File: src/rtl/bellek_yukle_sakla_birimi_pkg.sv
// bellek_yukle_sakla_birimi_pkg
//   Shared encodings for the load/store unit: the bit positions and size codes
//   of the istek_islem_i request-kind field, plus a helper that folds the
//   doubleword size onto word for 32-bit datapaths.
package bellek_yukle_sakla_birimi_pkg;

  // istek_islem_i field layout
  localparam int ISLEM_YAZ      = 3;  // 1 = store
  localparam int ISLEM_ISARETSIZ = 2;  // 1 = zero-extend load result

  typedef enum logic [1:0] {
    BOY_B = 2'd0,
    BOY_H = 2'd1,
    BOY_W = 2'd2,
    BOY_D = 2'd3
  } boy_e;

  // A doubleword request on a 32-bit datapath behaves as a word.
  function automatic logic [1:0] etkin_boy(input int veri_bit, input logic [1:0] boy);
    if (veri_bit == 32 && boy == BOY_D) return BOY_W;
    return boy;
  endfunction

endpackage

File: src/rtl/bellek_bekleyen_fifo.sv
// bellek_bekleyen_fifo
//   Pending-load FIFO. Each entry carries an opaque payload plus a cancel
//   (iptal) bit; a flush marks every stored entry cancelled so that its L1
//   response is later consumed and dropped.
// Ports:
//   clk_i, rstn_i      clock, asynchronous active-low reset
//   it_i, veri_i       push strobe and payload (ignored when full)
//   cek_i              pop strobe (ignored when empty)
//   temizle_i          set iptal on all entries
//   bas_o, bas_iptal_o head payload and its cancel bit
//   dolu_o, bos_o      full / empty, from the registered count
module bellek_bekleyen_fifo #(
  parameter int GENISLIK = 8,
  parameter int DERINLIK = 4
) (
  input  logic                clk_i,
  input  logic                rstn_i,
  input  logic                it_i,
  input  logic [GENISLIK-1:0] veri_i,
  input  logic                cek_i,
  input  logic                temizle_i,
  output logic [GENISLIK-1:0] bas_o,
  output logic                bas_iptal_o,
  output logic                dolu_o,
  output logic                bos_o
);

  localparam int PB = $clog2(DERINLIK);

  logic [GENISLIK-1:0] mem [DERINLIK];
  logic [DERINLIK-1:0] iptal_q;
  logic [PB-1:0]       yaz_q;
  logic [PB-1:0]       oku_q;
  logic [PB:0]         sayac_q;
  logic                it_g;
  logic                cek_g;

  assign dolu_o      = (sayac_q == (PB+1)'(DERINLIK));
  assign bos_o       = (sayac_q == '0);
  assign it_g        = it_i & ~dolu_o;
  assign cek_g       = cek_i & ~bos_o;
  assign bas_o       = mem[oku_q];
  assign bas_iptal_o = iptal_q[oku_q];

  always_ff @(posedge clk_i) begin
    if (it_g) mem[yaz_q] <= veri_i;
  end

  // Pointers wrap naturally because DERINLIK is a power of two.
  always_ff @(posedge clk_i or negedge rstn_i) begin
    if (!rstn_i) begin
      yaz_q   <= '0;
      oku_q   <= '0;
      sayac_q <= '0;
      iptal_q <= '0;
    end else begin
      if (it_g)  yaz_q <= yaz_q + 1'b1;
      if (cek_g) oku_q <= oku_q + 1'b1;
      if (it_g && !cek_g)      sayac_q <= sayac_q + 1'b1;
      else if (!it_g && cek_g) sayac_q <= sayac_q - 1'b1;
      if (temizle_i) iptal_q <= '1;
      if (it_g)      iptal_q[yaz_q] <= 1'b0;
    end
  end

endmodule

File: src/rtl/bellek_yukle_sakla_birimi.sv
// bellek_yukle_sakla_birimi
//   Load/store unit between the memory stage and the L1 data-cache port.
//   Requests pass combinationally to L1 with byte masks and lane-aligned
//   store data; up to BEKLEYEN_N loads may be outstanding. In-order load
//   responses are extracted, sign/zero-extended and registered with their
//   destination register and tag.
// Optional feature: define BELLEK_HIZALAMA_DENETIM_EN to block misaligned
//   requests (accepted, not forwarded) and report them on hata_o/hata_etiket_o.
//   Without it, offset bits below the access size are simply ignored.
// Ports:
//   istek_*   request channel from the memory stage (valid/ready)
//   temizle_i flush all outstanding loads
//   l1v_*     L1 request channel and L1 response channel
//   yanit_*   writeback result (valid/ready)
//   hata_*    misaligned-access pulse and its tag
//   bos_o     no outstanding loads and no held result
module bellek_yukle_sakla_birimi
  import bellek_yukle_sakla_birimi_pkg::*;
#(
  parameter int VERI_BIT   = 32,
  parameter int ADRES_BIT  = 32,
  parameter int YAZMAC_BIT = 5,
  parameter int ETIKET_BIT = 4,
  parameter int BEKLEYEN_N = 4
) (
  input  logic                  clk_i,
  input  logic                  rstn_i,
  input  logic                  istek_gecerli_i,
  output logic                  istek_hazir_o,
  input  logic [3:0]            istek_islem_i,
  input  logic [ADRES_BIT-1:0]  istek_adres_i,
  input  logic [VERI_BIT-1:0]   istek_veri_i,
  input  logic [YAZMAC_BIT-1:0] istek_rd_i,
  input  logic [ETIKET_BIT-1:0] istek_etiket_i,
  input  logic                  temizle_i,
  output logic [ADRES_BIT-1:0]  l1v_istek_adres_o,
  output logic                  l1v_istek_gecerli_o,
  output logic                  l1v_istek_yaz_o,
  output logic [VERI_BIT-1:0]   l1v_istek_veri_o,
  output logic [VERI_BIT/8-1:0] l1v_istek_maske_o,
  input  logic                  l1v_istek_hazir_i,
  input  logic [VERI_BIT-1:0]   l1v_veri_i,
  input  logic                  l1v_veri_gecerli_i,
  output logic                  l1v_veri_hazir_o,
  output logic                  yanit_gecerli_o,
  output logic [VERI_BIT-1:0]   yanit_veri_o,
  output logic [YAZMAC_BIT-1:0] yanit_rd_o,
  output logic [ETIKET_BIT-1:0] yanit_etiket_o,
  input  logic                  yanit_hazir_i,
  output logic                  hata_o,
  output logic [ETIKET_BIT-1:0] hata_etiket_o,
  output logic                  bos_o
);

  localparam int BAYT_N  = VERI_BIT / 8;
  localparam int OFS_BIT = $clog2(BAYT_N);
  localparam int FIFO_W  = YAZMAC_BIT + ETIKET_BIT + OFS_BIT + 3;

  function automatic logic [VERI_BIT-1:0] genislet(
    input logic [VERI_BIT-1:0] ham,
    input logic [OFS_BIT-1:0]  ofs,
    input logic [1:0]          boy,
    input logic                isaretsiz
  );
    logic [VERI_BIT-1:0] kayik;
    logic [VERI_BIT-1:0] maske;
    int                  bit_n;
    bit_n = 8 << boy;
    kayik = ham >> {ofs, 3'b000};
    maske = {VERI_BIT{1'b1}} >> (VERI_BIT - bit_n);
    if (!isaretsiz && kayik[bit_n-1]) return kayik | ~maske;
    return kayik & maske;
  endfunction

  logic                  yaz_istek;
  logic                  isaretsiz;
  logic [1:0]            boy;
  logic [OFS_BIT-1:0]    ofs;
  logic [OFS_BIT-1:0]    alt_maske;
  logic [OFS_BIT-1:0]    hizali;
  logic                  hizasiz_engel;
  logic                  gecis;
  logic                  itme;
  logic                  cek;
  logic                  yukle;
  logic                  fifo_dolu;
  logic                  fifo_bos;
  logic [FIFO_W-1:0]     bas;
  logic                  bas_iptal;
  logic [YAZMAC_BIT-1:0] bas_rd;
  logic [ETIKET_BIT-1:0] bas_etiket;
  logic [OFS_BIT-1:0]    bas_ofs;
  logic [1:0]            bas_boy;
  logic                  bas_isaretsiz;
  logic                  basladi_q;
  logic                  vld_p1;
  logic [VERI_BIT-1:0]   veri_p1;
  logic [YAZMAC_BIT-1:0] rd_p1;
  logic [ETIKET_BIT-1:0] etiket_p1;

  // ---- stage p0: request decode and L1 pass-through ----
  assign yaz_istek = istek_islem_i[ISLEM_YAZ];
  assign isaretsiz = istek_islem_i[ISLEM_ISARETSIZ];
  assign boy       = etkin_boy(VERI_BIT, istek_islem_i[1:0]);
  assign ofs       = istek_adres_i[OFS_BIT-1:0];
  assign alt_maske = OFS_BIT'((1 << boy) - 1);
  // Offset bits inside the access size never shift lanes.
  assign hizali    = ofs & ~alt_maske;

`ifdef BELLEK_HIZALAMA_DENETIM_EN
  assign hizasiz_engel = istek_gecerli_i & (|(ofs & alt_maske));
`else
  assign hizasiz_engel = 1'b0;
`endif

  // Full comes from the registered count only, so no response-side term
  // reaches istek_hazir_o.
  assign gecis               = ~temizle_i & ~hizasiz_engel & (yaz_istek | ~fifo_dolu);
  assign l1v_istek_gecerli_o = istek_gecerli_i & gecis;
  assign istek_hazir_o       = hizasiz_engel | (l1v_istek_hazir_i & gecis);
  assign l1v_istek_adres_o   = istek_adres_i;
  assign l1v_istek_yaz_o     = yaz_istek;
  assign l1v_istek_veri_o    = istek_veri_i << {hizali, 3'b000};

  always_comb begin
    l1v_istek_maske_o = '1;
    if (yaz_istek) l1v_istek_maske_o = BAYT_N'((1 << (1 << boy)) - 1) << hizali;
  end

  assign itme = istek_gecerli_i & l1v_istek_hazir_i & gecis & ~yaz_istek;

  bellek_bekleyen_fifo #(
    .GENISLIK (FIFO_W),
    .DERINLIK (BEKLEYEN_N)
  ) u_fifo (
    .clk_i       (clk_i),
    .rstn_i      (rstn_i),
    .it_i        (itme),
    .veri_i      ({istek_rd_i, istek_etiket_i, hizali, boy, isaretsiz}),
    .cek_i       (cek),
    .temizle_i   (temizle_i),
    .bas_o       (bas),
    .bas_iptal_o (bas_iptal),
    .dolu_o      (fifo_dolu),
    .bos_o       (fifo_bos)
  );

  assign {bas_rd, bas_etiket, bas_ofs, bas_boy, bas_isaretsiz} = bas;

  // A response with nothing pending is handshaken and dropped.
  assign l1v_veri_hazir_o = basladi_q & (~vld_p1 | yanit_hazir_i);
  assign cek              = l1v_veri_gecerli_i & l1v_veri_hazir_o & ~fifo_bos;
  // A flush in the same cycle cancels the entry being popped as well.
  assign yukle            = cek & ~bas_iptal & ~temizle_i;

  // ---- stage p1: writeback result register ----
  always_ff @(posedge clk_i or negedge rstn_i) begin
    if (!rstn_i) begin
      basladi_q <= 1'b0;
      vld_p1    <= 1'b0;
      veri_p1   <= '0;
      rd_p1     <= '0;
      etiket_p1 <= '0;
    end else begin
      basladi_q <= 1'b1;
      if (temizle_i) begin
        vld_p1 <= 1'b0;
      end else if (yukle) begin
        vld_p1    <= 1'b1;
        veri_p1   <= genislet(l1v_veri_i, bas_ofs, bas_boy, bas_isaretsiz);
        rd_p1     <= bas_rd;
        etiket_p1 <= bas_etiket;
      end else if (yanit_hazir_i) begin
        vld_p1 <= 1'b0;
      end
    end
  end

  assign yanit_gecerli_o = vld_p1;
  assign yanit_veri_o    = veri_p1;
  assign yanit_rd_o      = rd_p1;
  assign yanit_etiket_o  = etiket_p1;
  assign bos_o           = basladi_q & fifo_bos & ~vld_p1;

`ifdef BELLEK_HIZALAMA_DENETIM_EN
  logic                  hata_p1;
  logic [ETIKET_BIT-1:0] hata_etiket_p1;

  always_ff @(posedge clk_i or negedge rstn_i) begin
    if (!rstn_i) begin
      hata_p1        <= 1'b0;
      hata_etiket_p1 <= '0;
    end else begin
      hata_p1 <= hizasiz_engel;
      if (hizasiz_engel) hata_etiket_p1 <= istek_etiket_i;
    end
  end

  assign hata_o        = hata_p1;
  assign hata_etiket_o = hata_etiket_p1;
`else
  assign hata_o        = 1'b0;
  assign hata_etiket_o = '0;
`endif

endmodule

File: config.mk
export PLATFORM = sky130hd
export DESIGN_NAME = bellek_yukle_sakla_birimi
export DESIGN_NICKNAME = d
export VERILOG_FILES = /design/src/rtl/bellek_yukle_sakla_birimi_pkg.sv /design/src/rtl/bellek_bekleyen_fifo.sv /design/src/rtl/bellek_yukle_sakla_birimi.sv
export SDC_FILE = /design/constraint.sdc
export NUM_CORES = 1
export LEC_CHECK = 0
export CORE_MARGIN = 4
export CORE_UTILIZATION = 45
export CTS_CLUSTER_SIZE = 8
export DETAILED_ROUTE_END_ITERATION = 6
export PLACE_DENSITY = 0.82
export REMOVE_ABC_BUFFERS = 1
export SETUP_SLACK_MARGIN = 0.02
export SLEW_MARGIN = 15
export SYNTH_ARGS = -nofsm -noshare
export SYNTH_HDL_FRONTEND = slang
export SYNTH_SLANG_ARGS = --single-unit
export TNS_END_PERCENT = 50
File: constraint.sdc
create_clock -name clk_i -period 8.9 [get_ports clk_i]
set_input_delay 1.335 -clock clk_i [delete_from_list [all_inputs] [get_ports clk_i]]
set_output_delay 1.335 -clock clk_i [all_outputs]
set_load 0.01 [all_outputs]
======== Word-level counts from Yosys, hierarchy flattened ========
Memories as Yosys holds them, arrays and structs flattened.
Index checks and enable logic that the tools add are counted.
storage, ports and cells
  flip-flop bits (word level) ............. 54
  bits in writable memories ............... 56
  bits of input ports ..................... 116
  output and inout port bits .............. 120
  logic and storage cells ................. 97
  memories ................................ 1
operators by class
  $add $sub $neg .......................... 8
  $lt $le $gt $ge ......................... 4
  eq/ne operators ......................... 2
  shifts and indexed selects .............. 7
  multiplexer cells ....................... 25
  bitwise gates (word level) .............. 30
  reductions and logical operators ........ 11
memory list
  memory      depth  width  read ports  clocked after memory_dff  write ports  line                        source
  u_fifo.mem  4      14     1           0                         1            bellek_bekleyen_fifo.sv:30  logic [GENISLIK-1:0] mem [DERINLIK];
operators by type and width
  cell                      count
  $mux W32                  2
  $and A32 B32 Y32          1
  $lt A32 B7 Y1 const B     1
  $not A32 Y32              1
  $or A32 B32 Y32           1
  $shl A1 B2 Y32 const A    1
  $shl A1 B32 Y4 const A    1
  $shl A32 B5 Y32           1
  $shl A4 B2 Y32 const A    1
  $shr A32 B32 Y32 const A  1
  $shr A32 B5 Y32           1
  $sub A32 B2 Y32 const B   1
  $sub A7 B32 Y32 const A   1
  $and A1 B1 Y1             15
  $mux W1                   13
  $mux W4                   3
  $lt A2 B3 Y1 const B      2
  $mux W3                   2
  $not A1 Y1                6
  $bmux W1 S5               1
  $add A2 B1 Y2 const B     2
  $and A4 B4 Y4             1
  $logic_and A1 B1 Y1       4
  $mux W2                   2
  other kinds (19)          22

======== Depth between registers and ports, before layout ========
  depth after elaboration ................. 11
  mapped depth ............................ 12
  depth with buffers taken out ............ 8

======== Modules after synthesis ========
Synthesis repeated with hierarchy kept, for this count alone.
second synthesis, totals
  cell total of the unflattened synthesis .. 509
  area, all modules ....................... 5970.7 sq um
modules (own cells, without submodules)
  module                     instances  cells an instance  area an instance (sq um)
  bellek_yukle_sakla_birimi  1          387                3333.2
  bellek_bekleyen_fifo       1          122                2637.5

======== Least setup slack after synthesis ========
Ideal clock, no wire load.
  path kind ............................... in2out
  start point ............................. in istek_adres_i[1]
  end point ............................... out l1v_istek_veri_o[17]
  arrival time ............................ 2.554 ns
  required time ........................... 7.565 ns
  path slack .............................. 5.011 ns
  stages on the path ...................... 5
  buffers on the path ..................... 2
  cell sequence ........................... nor2b_1 clkbuf_1 clkbuf_1 mux2i_1 o21ai_0
on the way
  word-level cells in the longest chain between the ends .. 2
ends and longest elaborated chain
  element          line                              source
  start, declared  bellek_yukle_sakla_birimi.sv:31   input logic [ADRES_BIT-1:0] istek_adres_i,
  $and A2 B2 Y2    bellek_yukle_sakla_birimi.sv:108  assign hizali = ofs & ~alt_maske;
  $shl A32 B5 Y32  bellek_yukle_sakla_birimi.sv:123  assign l1v_istek_veri_o = istek_veri_i << {hizali, 3'b000};
  end, declared    bellek_yukle_sakla_birimi.sv:39   output logic [VERI_BIT-1:0] l1v_istek_veri_o,
Every way passes these cells.

======== Final worst setup path ========
  start point ............................. in istek_islem_i[1]
  end point ............................... out l1v_istek_veri_o[0]
on the way
  word-level cells in the longest chain between the ends .. 8
ends and longest elaborated chain
  element              line                                 source
  start, declared      bellek_yukle_sakla_birimi.sv:30      input logic [3:0] istek_islem_i,
  $eq A2 B2 Y1         bellek_yukle_sakla_birimi_pkg.sv:20  if (veri_bit == 32 && boy == BOY_D) return BOY_W;
  $mux W1              bellek_yukle_sakla_birimi_pkg.sv:20
  $mux W2 (*)          bellek_yukle_sakla_birimi_pkg.sv:21  return boy;
  $shl A1 B2 Y32 (*)   n/a
  $sub A2 B2 Y2 (*)    bellek_yukle_sakla_birimi.sv:106     assign alt_maske = OFS_BIT'((1 << boy) - 1);
  $not A2 Y2 (*)       bellek_yukle_sakla_birimi.sv:108
  $and A2 B2 Y2 (*)    bellek_yukle_sakla_birimi.sv:108
  $shl A32 B5 Y32 (*)  bellek_yukle_sakla_birimi.sv:123
Mark *: on every way between the ends. The rest lies on a longest branch, timed or not.

==> results.yml <==
timing:
  finalSetupTns_ns: 0
  worst_slew_pin_slew_ns: 1.01
  whs_ns: 0.477
  relSlewSlack_pct: 32.7
  hold_viol: 0
  finalCritPeriodShare_pct: 65.6
  layout_min_cycle_time_ns: 5.84
  maxSlewViolCount: 0
  final.setup_skew_ns: 0.00700
  fmax_mhz: 171
  setup_viol: 0
  rsz0062_at_grt: "false"
cells_and_area:
  finalNonFillerCells: 825
  multi_input_area_um2: 2510
  insertedDiodeCount: 0
  regArea_um2: 3030
  synthToLayoutAreaGrowth_pct: 30.8
  fin_nets: 774
  drive_gt1_share_pct: 7.50
  fillers: 981
  final_cell_area_um2: 7830
  final_util_pct: 61.0
routing:
  first_iter_violations: 337
  drc: 0
  ant_nets: 0
  vias: 4549
  vias_per_cell: 5.51
  wirelength_um: 15800
  wire_per_inst_um: 19.2
  drt-pass1-iter-count: 5
floorplanning:
  chipHeight_um: 123
  die_area_um2: 15200
  fp.dieW_um: 123
  num_io_pins: 236
  num_rows: 41
  start_util_pct: 46.7
  coreArea_um2: 12800
synth:
  synth-edff-count: 56
  synth_top_area_share_pct: 28.1
  syn_area_um2: 5980
  synth_area_leaders: "edfxtp_1 28%, dfrtp_1 23%, mux2i_1 8.7%, mux4_2 6.0%, buf_4 4.9%"
  synthTopCellsByCount: "73 x nand2_1, 56 x edfxtp_1, 54 x dfrtp_1, 52 x mux2i_1, 39 x buf_4"
  synth.most_common_cell: "nand2_1"
  yosysWarnings: 0
  dominantRegCellSynth: "edfxtp_1"
  synth_top_area_cell: "edfxtp_1"
  synth.distinct_cells: 46
  ys_ff_latch: 110
  avgSynthCellArea_um2: 11.4
  syn_inst: 523
  synthArstFlopShare_pct: 49.1
  yosysSeqAreaShare_pct: 50.7
status:
  status: "finished, final reports clean"
hold_path:
  min-delay-start: "yanit_rd_o[4]"
  hold_path_class: "flip-flop to flip-flop"
placement:
  numPortBuffers: 170
  place_inst: 809
  globalplace.congestion: 0.939
  place_area_um2: 7530
  hpwl_um: 11900
power:
  p_leak_nw: 3.08
  power_frac_seq_pct: 37.3
  p_clk_share_pct: 20.5
  p_int_mw: 1.21
  ir_worst_vdd_mv: 0.123
  power.switching_mw: 0.641
  swShare_pct: 34.6
  pwr-share-comb_pct: 42.2
  power.density_nw_per_um2: 237
critical_path:
  crit_path_start: "istek_islem_i[1]"
  cp-start-kind: "input port"
  r2r_start: "u_fifo.oku_q[1]"
  cp.required_ns: 7.57
  critPathMaxFanout: 39
  end_kind: "primary output"
  arrival_ns: 4.51
  path_class: "input port to primary output"
clocking:
  htreeDepth: 3
  cts-root-buf: "clkbuf_16"
  cts.sinks: 110
  cts_setup_buffers: 0
  path_clk_slew_ns: 0.07
  postCtsHoldBufs: 0
  ctsResizeCount: 0
  clockBufferDepth: 2
  clock_latency_ns: 0.35
  cts_tree: "built"
  cts_inserted_buffers: 9
grt:
  grt_use_total_pct: 20.8
  grt_start_max_net_pins: 55
  grt_pass1_vias: 4676
  antenna_found_initial: 0
  grt_pass1_wl_um: 24200
  grt_overflow: 0
job:
  drv_cap: 0
-- cell families (layout without fill, tap and decap cells) --
| kind of cell | after synthesis | count (layout) | share of synthesized area, % |
|---|---|---|---|
| muxes | 70 | 70 | 15.1 |
| other | 2 | 6 | 0.126 |
| AOI/OAI and AO/OA | 77 | 77 | 8.97 |
| buffers and inverters | 78 | 204 | 7.76 |
| xor gates and xnor gates | 6 | 6 | 0.878 |
| DFF | 110 | 110 | 50.7 |
| and+or+nand+nor | 170 | 170 | 14.3 |
| adders and majority gates | 10 | 10 | 2.22 |
-- layer usage --
layer	vias up	share of wire, %	track usage (%)
met4	0	1.5	4.71
li1	2094	-	-
met3	19	12	8.55
met1	2171	41	26.2
met2	265	46	33.7
met5	-	0	1.39
-- area by class of cell --
cell class              count  area share (%)
clock buffers               9            2.88
clock inverters             7           0.815
inverters                  14           0.671
multi-input cells         339            32.1
flip-flops and latches    110            38.8
well taps                 172            2.75
repair buffers            174            22.1
-- worst max-delay path: stages --
cell and delay (ns):
clkdlybuf4s50_1 0.64, nor2_1 0.07, nand2_1 0.28, clkinv_1 0.77, nor2_1 0.67, and2_1 0.21, clkdlybuf4s50_1 0.53
-- registers in the layout (all words and copies together) (netlist names) --
register,count
basladi_q,1
yanit_rd_o,5
yanit_etiket_o,4
u_fifo.sayac_q,3
u_fifo.yaz_q,2
u_fifo.iptal_q,4
yanit_gecerli_o,1
yanit_veri_o,32
u_fifo.oku_q,2
u_fifo.mem,56
-- worst paths after layout --
kind | endpoint | slack (ns) | cells after the start
min in group asynchronous | yanit_veri_o[28] | 1.11 | 2
hold reg to reg | yanit_rd_o[4] | 0.48 | 2
setup reg to reg | yanit_veri_o[22] | 5.48 | 8
hold / removal | yanit_rd_o[4] | 0.48 | 2
setup / recovery | l1v_istek_veri_o[0] | 3.06 | 7
max in group asynchronous | yanit_veri_o[25] | 7.32 | 2
-- layout by cell type (no fill, tap or decap), types with 2 or more instances in the layout --
| cell type | synthesis | routed |
|---|---|---|
| a21oi_1 | 18 | 18 |
| nor2b_1 | 12 | 11 |
| clkbuf_16 | 0 | 9 |
| a211oi_1 | 8 | 8 |
| dfrtp_1 | 54 | 54 |
| nand4b_1 | 2 | 2 |
| ha_1 | 9 | 9 |
| nand3_1 | 10 | 10 |
| nor2_1 | 17 | 17 |
| nor3b_1 | 4 | 4 |
| clkinv_2 | 0 | 2 |
| o21ai_0 | 22 | 22 |
| clkdlybuf4s50_1 | 0 | 169 |
| nand2_1 | 73 | 73 |
| nand2b_1 | 9 | 9 |
| inv_1 | 13 | 13 |
| nand4_1 | 2 | 2 |
| and2_1 | 14 | 14 |
| o221ai_1 | 7 | 7 |
| xnor2_1 | 4 | 4 |
| nor3_1 | 9 | 9 |
| mux2i_1 | 52 | 52 |
| or3_1 | 9 | 9 |
| mux2_2 | 2 | 2 |
| a22oi_1 | 16 | 16 |
| mux4_2 | 16 | 16 |
| edfxtp_1 | 56 | 56 |
| and3b_1 | 2 | 2 |
| inv_6 | 0 | 2 |
| xor2_1 | 2 | 2 |
| nor4_2 | 2 | 2 |
| conb_1 | 2 | 6 |
| buf_4 | 39 | 4 |
-- power by group through the flow --
stage	Combinational (mW)	Clock [mW]	Sequential (mW)
6_report	0.782	0.381	0.692
5_1_grt	0.845	0.416	0.703
4_1_cts	0.787	0.388	0.692
3_5_place_dp	0.783	0	0.703
3_3_place_gp	0.764	0	0.696
2_1_floorplan	0.416	0	0.733
-- metrics by stage --
stage / power, mW / setup WS [ns]
6_report: 1.85 / 3.06
5_1_grt: 1.96 / 2.74
4_1_cts: 1.87 / 3.03
3_5_place_dp: 1.49 / 3.02
3_3_place_gp: 1.46 / 3.12
2_1_floorplan: 1.15 / 4.07
No activity file was read; power rests on OpenSTA's default activity.
